$ cat config.mk
export PLATFORM = sky130hd
export DESIGN_NAME = tristate_bus_arbiter
export DESIGN_NICKNAME = d
export VERILOG_FILES = /design/src/rtl/tristate_bus_pkg.sv /design/src/rtl/tristate_bus_arbiter_rr_pick.sv /design/src/rtl/tristate_bus_arbiter.sv
export SDC_FILE = /design/constraint.sdc
export NUM_CORES = 1
export LEC_CHECK = 0
export ABC_AREA = 1
export CAP_MARGIN = 20
export CORE_ASPECT_RATIO = 1.4
export CORE_MARGIN = 2
export CORE_UTILIZATION = 35
export CTS_BUF_LIST = sky130_fd_sc_hd__clkbuf_8 sky130_fd_sc_hd__clkbuf_16
export CTS_CLUSTER_SIZE = 14
export DETAILED_ROUTE_END_ITERATION = 7
export GPL_TIMING_DRIVEN = 0
export PLACE_DENSITY = 0.65
export REMOVE_ABC_BUFFERS = 1
export SKIP_LAST_GASP = 1
export SYNTH_ARGS = -nofsm -noshare
export SYNTH_HDL_FRONTEND = slang
export SYNTH_SLANG_ARGS = --single-unit
$ cat constraint.sdc
create_clock -name CLK -period 2.1 [get_ports CLK]
set_input_delay 0.42 -clock CLK [delete_from_list [all_inputs] [get_ports CLK]]
set_output_delay 0.42 -clock CLK [all_outputs]
set_load 0.02 [all_outputs]
$ cat src/rtl/tristate_bus_pkg.sv
// Shared types and width helpers for the tri-state bus arbiter.
package tristate_bus_pkg;

  typedef enum logic [1:0] {
    ST_IDLE  = 2'd0,
    ST_DRIVE = 2'd1,
    ST_TURN  = 2'd2
  } state_t;

  function automatic int unsigned clog2(input int unsigned v);
    int unsigned r;
    r = 0;
    for (int unsigned i = 0; i < 32; i++) begin
      if ((64'd1 << i) < 64'(v)) r = i + 1;
    end
    return r;
  endfunction

  // Counter width that never collapses to zero bits.
  function automatic int unsigned width_min1(input int unsigned v);
    return (clog2(v) == 0) ? 1 : clog2(v);
  endfunction

endpackage

$ cat src/rtl/tristate_bus_arbiter_rr_pick.sv
// Combinational round-robin picker: first set request at or above the pointer, with wrap.
module rr_pick
  import tristate_bus_pkg::*;
#(
  parameter int unsigned NREQ = 4,
  parameter int unsigned PW   = 2
) (
  input  logic [NREQ-1:0] i_req,
  input  logic [PW-1:0]   i_ptr,
  output logic [NREQ-1:0] o_onehot,
  output logic [PW-1:0]   o_idx,
  output logic            o_valid
);

  int unsigned w_k;

  always_comb begin
    o_valid  = 1'b0;
    o_idx    = '0;
    o_onehot = '0;
    w_k      = 0;
    for (int unsigned i = 0; i < NREQ; i++) begin
      w_k = (32'(i_ptr) + i) % NREQ;
      if (!o_valid && i_req[w_k]) begin
        o_valid       = 1'b1;
        o_idx         = PW'(w_k);
        o_onehot[w_k] = 1'b1;
      end
    end
  end

endmodule

$ cat src/rtl/tristate_bus_arbiter.sv
// Round-robin owner sequencing for one shared tri-state bus, with high-Z
// turnaround between owners and a bounded hold time under contention.
module tristate_bus_arbiter
  import tristate_bus_pkg::*;
#(
  parameter int unsigned NREQ    = 4,
  parameter int unsigned DW      = 8,
  parameter int unsigned TURN    = 2,
  parameter int unsigned MAXHOLD = 4
) (
  input  logic             CLK,
  input  logic             RST,
  input  logic [NREQ-1:0]  REQ,
  input  logic [NREQ*DW-1:0] D_IN,
  output logic [NREQ-1:0]  GNT,
  output logic [DW-1:0]    BUS_I,
  output logic             BUS_T,
  output logic             BUSY
);

  localparam int unsigned PW = width_min1(NREQ);
  localparam int unsigned HW = width_min1(MAXHOLD);
  localparam int unsigned TW = width_min1(TURN);
  localparam logic [HW-1:0] HOLD_LAST = HW'(MAXHOLD - 1);
  localparam logic [TW-1:0] TURN_LOAD = TW'(TURN - 1);
  localparam logic [PW-1:0] PTR_LAST  = PW'(NREQ - 1);

  state_t          r_state, w_state_nxt;
  logic [NREQ-1:0] r_gnt, w_gnt_nxt;
  logic [DW-1:0]   r_bus_i, w_bus_i_nxt;
  logic            r_bus_t, w_bus_t_nxt;
  logic            r_busy;
  logic [HW-1:0]   r_hold, w_hold_nxt;
  logic [TW-1:0]   r_turn, w_turn_nxt;
  logic [PW-1:0]   r_ptr, w_ptr_nxt;
  logic [PW-1:0]   r_owner, w_owner_nxt;

  logic            w_arb;
  logic            w_release;
  logic [NREQ-1:0] w_pick_onehot;
  logic [PW-1:0]   w_pick_idx;
  logic            w_pick_valid;

  rr_pick #(.NREQ(NREQ), .PW(PW)) u_rr_pick (
    .i_req    (REQ),
    .i_ptr    (r_ptr),
    .o_onehot (w_pick_onehot),
    .o_idx    (w_pick_idx),
    .o_valid  (w_pick_valid)
  );

  // Next-state and next-output logic.
  always_comb begin
    w_state_nxt = r_state;
    w_gnt_nxt   = r_gnt;
    w_bus_i_nxt = r_bus_i;
    w_bus_t_nxt = r_bus_t;
    w_hold_nxt  = r_hold;
    w_turn_nxt  = r_turn;
    w_ptr_nxt   = r_ptr;
    w_owner_nxt = r_owner;
    w_arb       = 1'b0;
    w_release   = 1'b0;

    case (r_state)
      ST_IDLE: w_arb = 1'b1;
      ST_DRIVE: begin
        w_release = !REQ[r_owner] ||
                    ((r_hold == HOLD_LAST) && ((REQ & ~r_gnt) != '0));
        if (w_release) begin
          w_gnt_nxt   = '0;
          w_bus_t_nxt = 1'b1;
          w_bus_i_nxt = '0;
          w_turn_nxt  = TURN_LOAD;
          w_state_nxt = ST_TURN;
        end else begin
          w_bus_i_nxt = D_IN[32'(r_owner)*DW +: DW];
          if (r_hold != HOLD_LAST) w_hold_nxt = r_hold + HW'(1);
        end
      end
      ST_TURN: begin
        if (r_turn == '0) w_arb = 1'b1;
        else              w_turn_nxt = r_turn - TW'(1);
      end
      default: w_state_nxt = ST_IDLE;
    endcase

    if (w_arb) begin
      if (w_pick_valid) begin
        w_gnt_nxt   = w_pick_onehot;
        w_bus_t_nxt = 1'b0;
        w_bus_i_nxt = D_IN[32'(w_pick_idx)*DW +: DW];
        w_hold_nxt  = '0;
        w_owner_nxt = w_pick_idx;
        w_ptr_nxt   = (w_pick_idx == PTR_LAST) ? '0 : w_pick_idx + PW'(1);
        w_state_nxt = ST_DRIVE;
      end else begin
        w_gnt_nxt   = '0;
        w_bus_t_nxt = 1'b1;
        w_bus_i_nxt = '0;
        w_state_nxt = ST_IDLE;
      end
    end
  end

  always_ff @(posedge CLK) begin
    if (RST) begin
      r_state <= ST_IDLE;
      r_gnt   <= '0;
      r_bus_i <= '0;
      r_bus_t <= 1'b1;
      r_busy  <= 1'b0;
      r_hold  <= '0;
      r_turn  <= '0;
      r_ptr   <= '0;
      r_owner <= '0;
    end else begin
      r_state <= w_state_nxt;
      r_gnt   <= w_gnt_nxt;
      r_bus_i <= w_bus_i_nxt;
      r_bus_t <= w_bus_t_nxt;
      r_busy  <= (w_state_nxt != ST_IDLE);
      r_hold  <= w_hold_nxt;
      r_turn  <= w_turn_nxt;
      r_ptr   <= w_ptr_nxt;
      r_owner <= w_owner_nxt;
    end
  end

  assign GNT   = r_gnt;
  assign BUS_I = r_bus_i;
  assign BUS_T = r_bus_t;
  assign BUSY  = r_busy;

endmodule

# Word-level counts from Yosys, hierarchy flattened
# Cells that the tools add are included.
[totals] register_bits=23 input_bits=38 output_inout_bits=14 word_cells=116
[classes] add_sub_neg=6 n_lt_le_gt_ge=9 n_eq_ne=6 shifts=2 muxes=56 bitwise_logic=5 reduce_logical=23
[ops] op="variable part select 32 x 6 -> 8 bit" n=2
[ops] op="two-way mux 4 bit" n=8
[ops] op="two-way mux 8 bit" n=4
[ops] op="two-way mux 2 bit" n=12
[ops] op="two-way mux 1 bit" n=20
[ops] op="less-than comparator 2 x 3 -> 1 bit, second input constant" n=5
[ops] op="bitwise OR 4 bit" n=3
[ops] op="binary-select mux 1 bit (select 2 bit)" n=5
[ops] op="demux 1 bit (select 2 bit)" n=4
[ops] op=">= comparator 2 x 1 -> 1 bit, second input constant" n=4
[ops] op="logical AND 1 bit" n=8
[ops] op="nonzero test 2 bit" n=4
[ops] op="adder 2 x 1 -> 2 bit, second input constant" n=3
[ops] op="equality test 2 bit, second input constant" n=3
[ops] op="AND reduction 2 bit" n=3
[ops] op="adder 2 bit, second input constant" n=2
[ops] op="AND 4 bit" n=1
[ops] op="zero test 1 bit" n=4
[ops] op="!= test 2 bit, second input constant" n=2
[ops] op="NOT 4 bit" n=1
[ops] op="case mux 1 bit (2 select lines)" n=2
[ops] op="case mux 2 bit (2 select lines)" n=1
[ops] op="nonzero test 4 bit" n=1
[ops] op="equality test 2 x 1 -> 1 bit, second input constant" n=1
[ops] op="other kinds (4)" n=4

# Longest topological paths before layout
[logic_depth] ltp_word=15 ltp_mapped=15 depth_no_buf=13

# Hierarchy
# From an unflattened synthesis, not the netlist that was laid out.
[hier_totals] cells_unflattened=313 area_unflattened_um2=2045.7
[modules_own_cells] module="tristate_bus_arbiter" instances=1 cells_each=239 area_per_inst_um2=1605.3 seq_area_each_um2=460.4
[modules_own_cells] module="rr_pick" instances=1 cells_each=74 area_per_inst_um2=440.4 seq_area_each_um2=0.0

# Worst setup path after synthesis
# OpenSTA, ideal clock, no wires.
[synth_timing] path_type="reg2reg" startpoint="register r_ptr[0]" endpoint="register r_busy, in the netlist BUSY" setup_ps=120 arrival_ps=2035 t_required_ps=1980 setup_slack_ps=-55 path_stages_with_launch=15 n_path_buf=1 period_less_slack_ps=2155 path_cell_list="dfxtp_1 > buf_6 > inv_8 > ha_1 > inv_1 > nand3_2 > nand2_4 > nand2_2 > nor2_2 > nand3_2 > nand2_4 > inv_4 > nor2_1 > nor2_1 > or2_1"
[synth_between] elab_chain_cells=15 word_cells_on_any_way=24 classes_between="3 x add/sub; 14 x mux; 7 x reduce/logical"
[synth_rtl] element="from (decl)" line="tristate_bus_arbiter.sv:35" source="logic [PW-1:0] r_ptr, w_ptr_nxt;"
[synth_rtl] element="from (signal assigned)" line="tristate_bus_arbiter.sv:125" source="r_ptr <= w_ptr_nxt;"
[synth_rtl] element="parallel branches: the longest is 11 deep, another holds adder 2 x 1 -> 2 bit"
[synth_rtl] element="two-way mux 1 bit (*)" line="tristate_bus_arbiter_rr_pick.sv:24" source="if (!o_valid && i_req[w_k]) begin"
[synth_rtl] element="two-way mux 1 bit (*)" line="tristate_bus_arbiter.sv:89" source="if (w_pick_valid) begin"
[synth_rtl] element="two-way mux 2 bit (*)" line="tristate_bus_arbiter.sv:88" source="if (w_arb) begin"
[synth_rtl] element="nonzero test 2 bit (*)" line="tristate_bus_arbiter.sv:122" source="r_busy <= (w_state_nxt != ST_IDLE);"
[synth_rtl] element="to (signal assigned)" line="tristate_bus_arbiter.sv:122"
[synth_rtl] element="to (decl)" line="tristate_bus_arbiter.sv:32" source="logic r_busy;"
# Every way passes the cells marked *. The select of a mux whose other input is x is not followed.
# A chain may end at the register's enable or synchronous reset.

# Final worst setup path
# Ends and elaborated chain as after synthesis.

==> out/results.ini <==
[run_status]
status=finished, final reports clean

[cts]
tritoncts=done
clock_latency_ns=0.27
cts.path.max_buffers=2
clk_pin_slew_worst_paths_ns=0.09
numCtsBuffers=3
numClockSinks=23
cts_root_buffer=clkbuf_8
htree_levels=1
hold_buffers=0

[synthesis]
netlist_instances=319
asyncSetResetFlopFracSynth=0
synth_ff_type=dfxtp_1
synth_cell_types=34
ys_seq_elements=23
avgSynthCellArea_um2=6.81
yosysWarningCount=0
synth_area_um2=2170
synth-edff-count=0
yosysSeqAreaShare=0.212

[setup_path]
crit_chain=inv_8 > ha_4 > inv_2 > nand3_2 > nand2_4 > nand2_2 > nor2_4 > nand3_4 > nand2_4 > inv_4 > nor2_2 > nor2_1 > or2_1
cpMostUsedCell=nand2_4
critPathTopFamily=simple AND/OR/NAND/NOR gates
crit_path_max_fanout=11
endpoint_kind=register
cp_data_required_time_ns=2.26
critPathMaxStageDelay_ns=0.41
start_kind=register
worst-path-buf-inv=3
critPathKind=register to register
arrival_ns=2.18
crit_slowest_cell=dfxtp_4

[floorplanning]
die_x_um=70.6
die_h_um=97.2
core_um2=5950
dieArea_um2=6860
rows=33
pin_count=52
initial_core_util=0.365

[layout]
drive_gt1_frac=0.282
final_util=0.507
num-fill-cells=619
syn_to_final_growth_pct=38.8
final_cells=450
n_antenna_cell=0
nNetsFinal=427

[timing]
period_share=0.960
fin_crit_ns=2.02
worst_slack_ns=0.0841
setup_tns_ns=0
hold_viol=0
rsz0062_at_grt=yes
tightest_slew_ns=0.392
fin_skew_ns=0.0103
max_freq_mhz=496
drv_slew=0
relSlewSlack=0.737
setup_viol=0

[global_route]
grt_pass1_vias=2475
overflow=0
grt_max_degree=20
antenna_found_initial=0
grt_pass1_wl_um=11300
grtUsageTotal=0.202

[route]
drt_iter0_markers=100
wl_per_cell_um=15.2
drc=0
firstDrtPassIters=4
vias_per_cell=5.38
vias=2420
drt-total-wl_um=6830
drt.antenna.violating_nets=0

[placed_design]
gp_congestion=0.822
dpl.cell_count=428
post-place-ws_ns=-0.702
hpwlAfterDp_um=4560
io_buffers=51

[pwr]
vdd_ir_drop_max_mv=0.716
leakage_nw=1.22
powerDensity_nw_per_um2=1580

[run]
timing.max_cap.violations=0

[worst_hold_path]
hold_path.class=register to register

flip-flops by register name, indices dropped and copies added (netlist names):
name     flops
r_ptr        2
r_turn       1
r_hold       2
BUSY         1
r_state      2
GNT          4
BUS_I        8
BUS_T        1
r_owner      2
tightest hold or removal path, delay by kind of cell, from the launching register on:
kind / cells / cell delay, ns
flip-flops: 1 / 0.33
AND/OR/NAND/NOR: 1 / 0.06
AO/OA/AOI/OAI: 1 / 0.05
timing repair:
| item | CTS | global route |
|---|---|---|
| gates cloned | 3 | 0 |
| pin swaps | 4 | 3 |
| resized for setup | 22 | 14 |
| setup buffers | 7 | 8 |
| endpoints found under the setup margin | 23 | 17 |
| endpoints found under the hold margin | 0 | 0 |
placed cells by master, fill, tap and decap left out, drive strengths merged, types with 8 or more instances in the layout:
cell	Yosys	routed
a21oi	25	25
buf	8	15
clkdlybuf4s50	0	47
dfxtp	23	23
ha	8	8
inv	31	29
nand2	73	75
nand3	55	55
nor2	27	27
o21ai	46	46
o22ai	8	8
Yosys cell counts, types with 2 or more instances:
cell type	n	area share
nand2_1	50	0.086
o21ai_0	45	0.10
nand3_1	31	0.071
inv_1	26	0.045
nand3_2	24	0.11
nor2_1	24	0.042
dfxtp_1	23	0.21
nand2_2	17	0.049
a21oi_1	16	0.037
a21oi_2	9	0.036
ha_1	8	0.046
o22ai_1	8	0.023
nand2_4	6	0.031
clkbuf_1	4	0.0069
buf_2	3	0.0069
inv_2	3	0.0052
or2_2	3	0.0086
buf_6	2	0.010
nor2_2	2	0.0058
area by class of cell:
cell class,instances,area [µm²],area share
Clock inverter,1,7.51,0.00249
Clock buffer,3,41.3,0.0137
Tap cell,70,87.6,0.0291
Timing Repair Buffer,66,651,0.216
Multi-Input combinational cell,253,1600,0.530
Sequential cell,23,473,0.157
Timing Repair inverter,1,5.00,0.00166
Inverter,33,153,0.0506
power by group:
group,internal (mW),switching [mW],total [mW],leakage (nW)
Clock,0.135,0.156,0.291,0.0217
Combinational,1.44,2.27,3.71,1.01
Sequential,0.605,0.166,0.772,0.192
per-stage QoR:
step	total power [mW]	instance area [µm²]	hold slack (ns)
floorplan	2.92	2090	0.447
CTS	4.54	2900	0.486
global route	5.16	3010	0.509
detailed placement	3.75	2690	0.472
global placement	3.70	2690	0.462
finish	4.77	3010	0.490
path summary, 6_finish.rpt:
| path | from | to | slack, ns | cells after the start |
|---|---|---|---|---|
| hold / removal | GNT[2] | GNT[2] | 0.49 | 2 |
| setup / recovery | r_ptr[0] | BUSY | 0.08 | 13 |
| setup reg to reg | r_ptr[0] | BUSY | 0.08 | 13 |
| hold reg to reg | GNT[2] | GNT[2] | 0.49 | 2 |
kinds of logic (layout without fill, tap and decap cells):
logic type / Yosys count / in the layout / share of synthesized area
AOI/OAI and AO/OA: 83 / 83 / 0.218
adders and majority gates: 8 / 8 / 0.0461
buffers and inverters: 45 / 104 / 0.101
DFF: 23 / 23 / 0.212
and+or+nand+nor: 160 / 162 / 0.422
metal layers:
layer | vias up | track usage | part of all wire | wire length, µm
met4 | 0 | 0.0972 | 0.018 | 121
met3 | 13 | 0.0259 | 0.043 | 293
met2 | 71 | 0.372 | 0.55 | 3760
met5 | - | 0 | 0 | 0
li1 | 1205 | - | - | -
met1 | 1131 | 0.224 | 0.39 | 2660
Note: power is estimated with default switching activity, not from simulation.
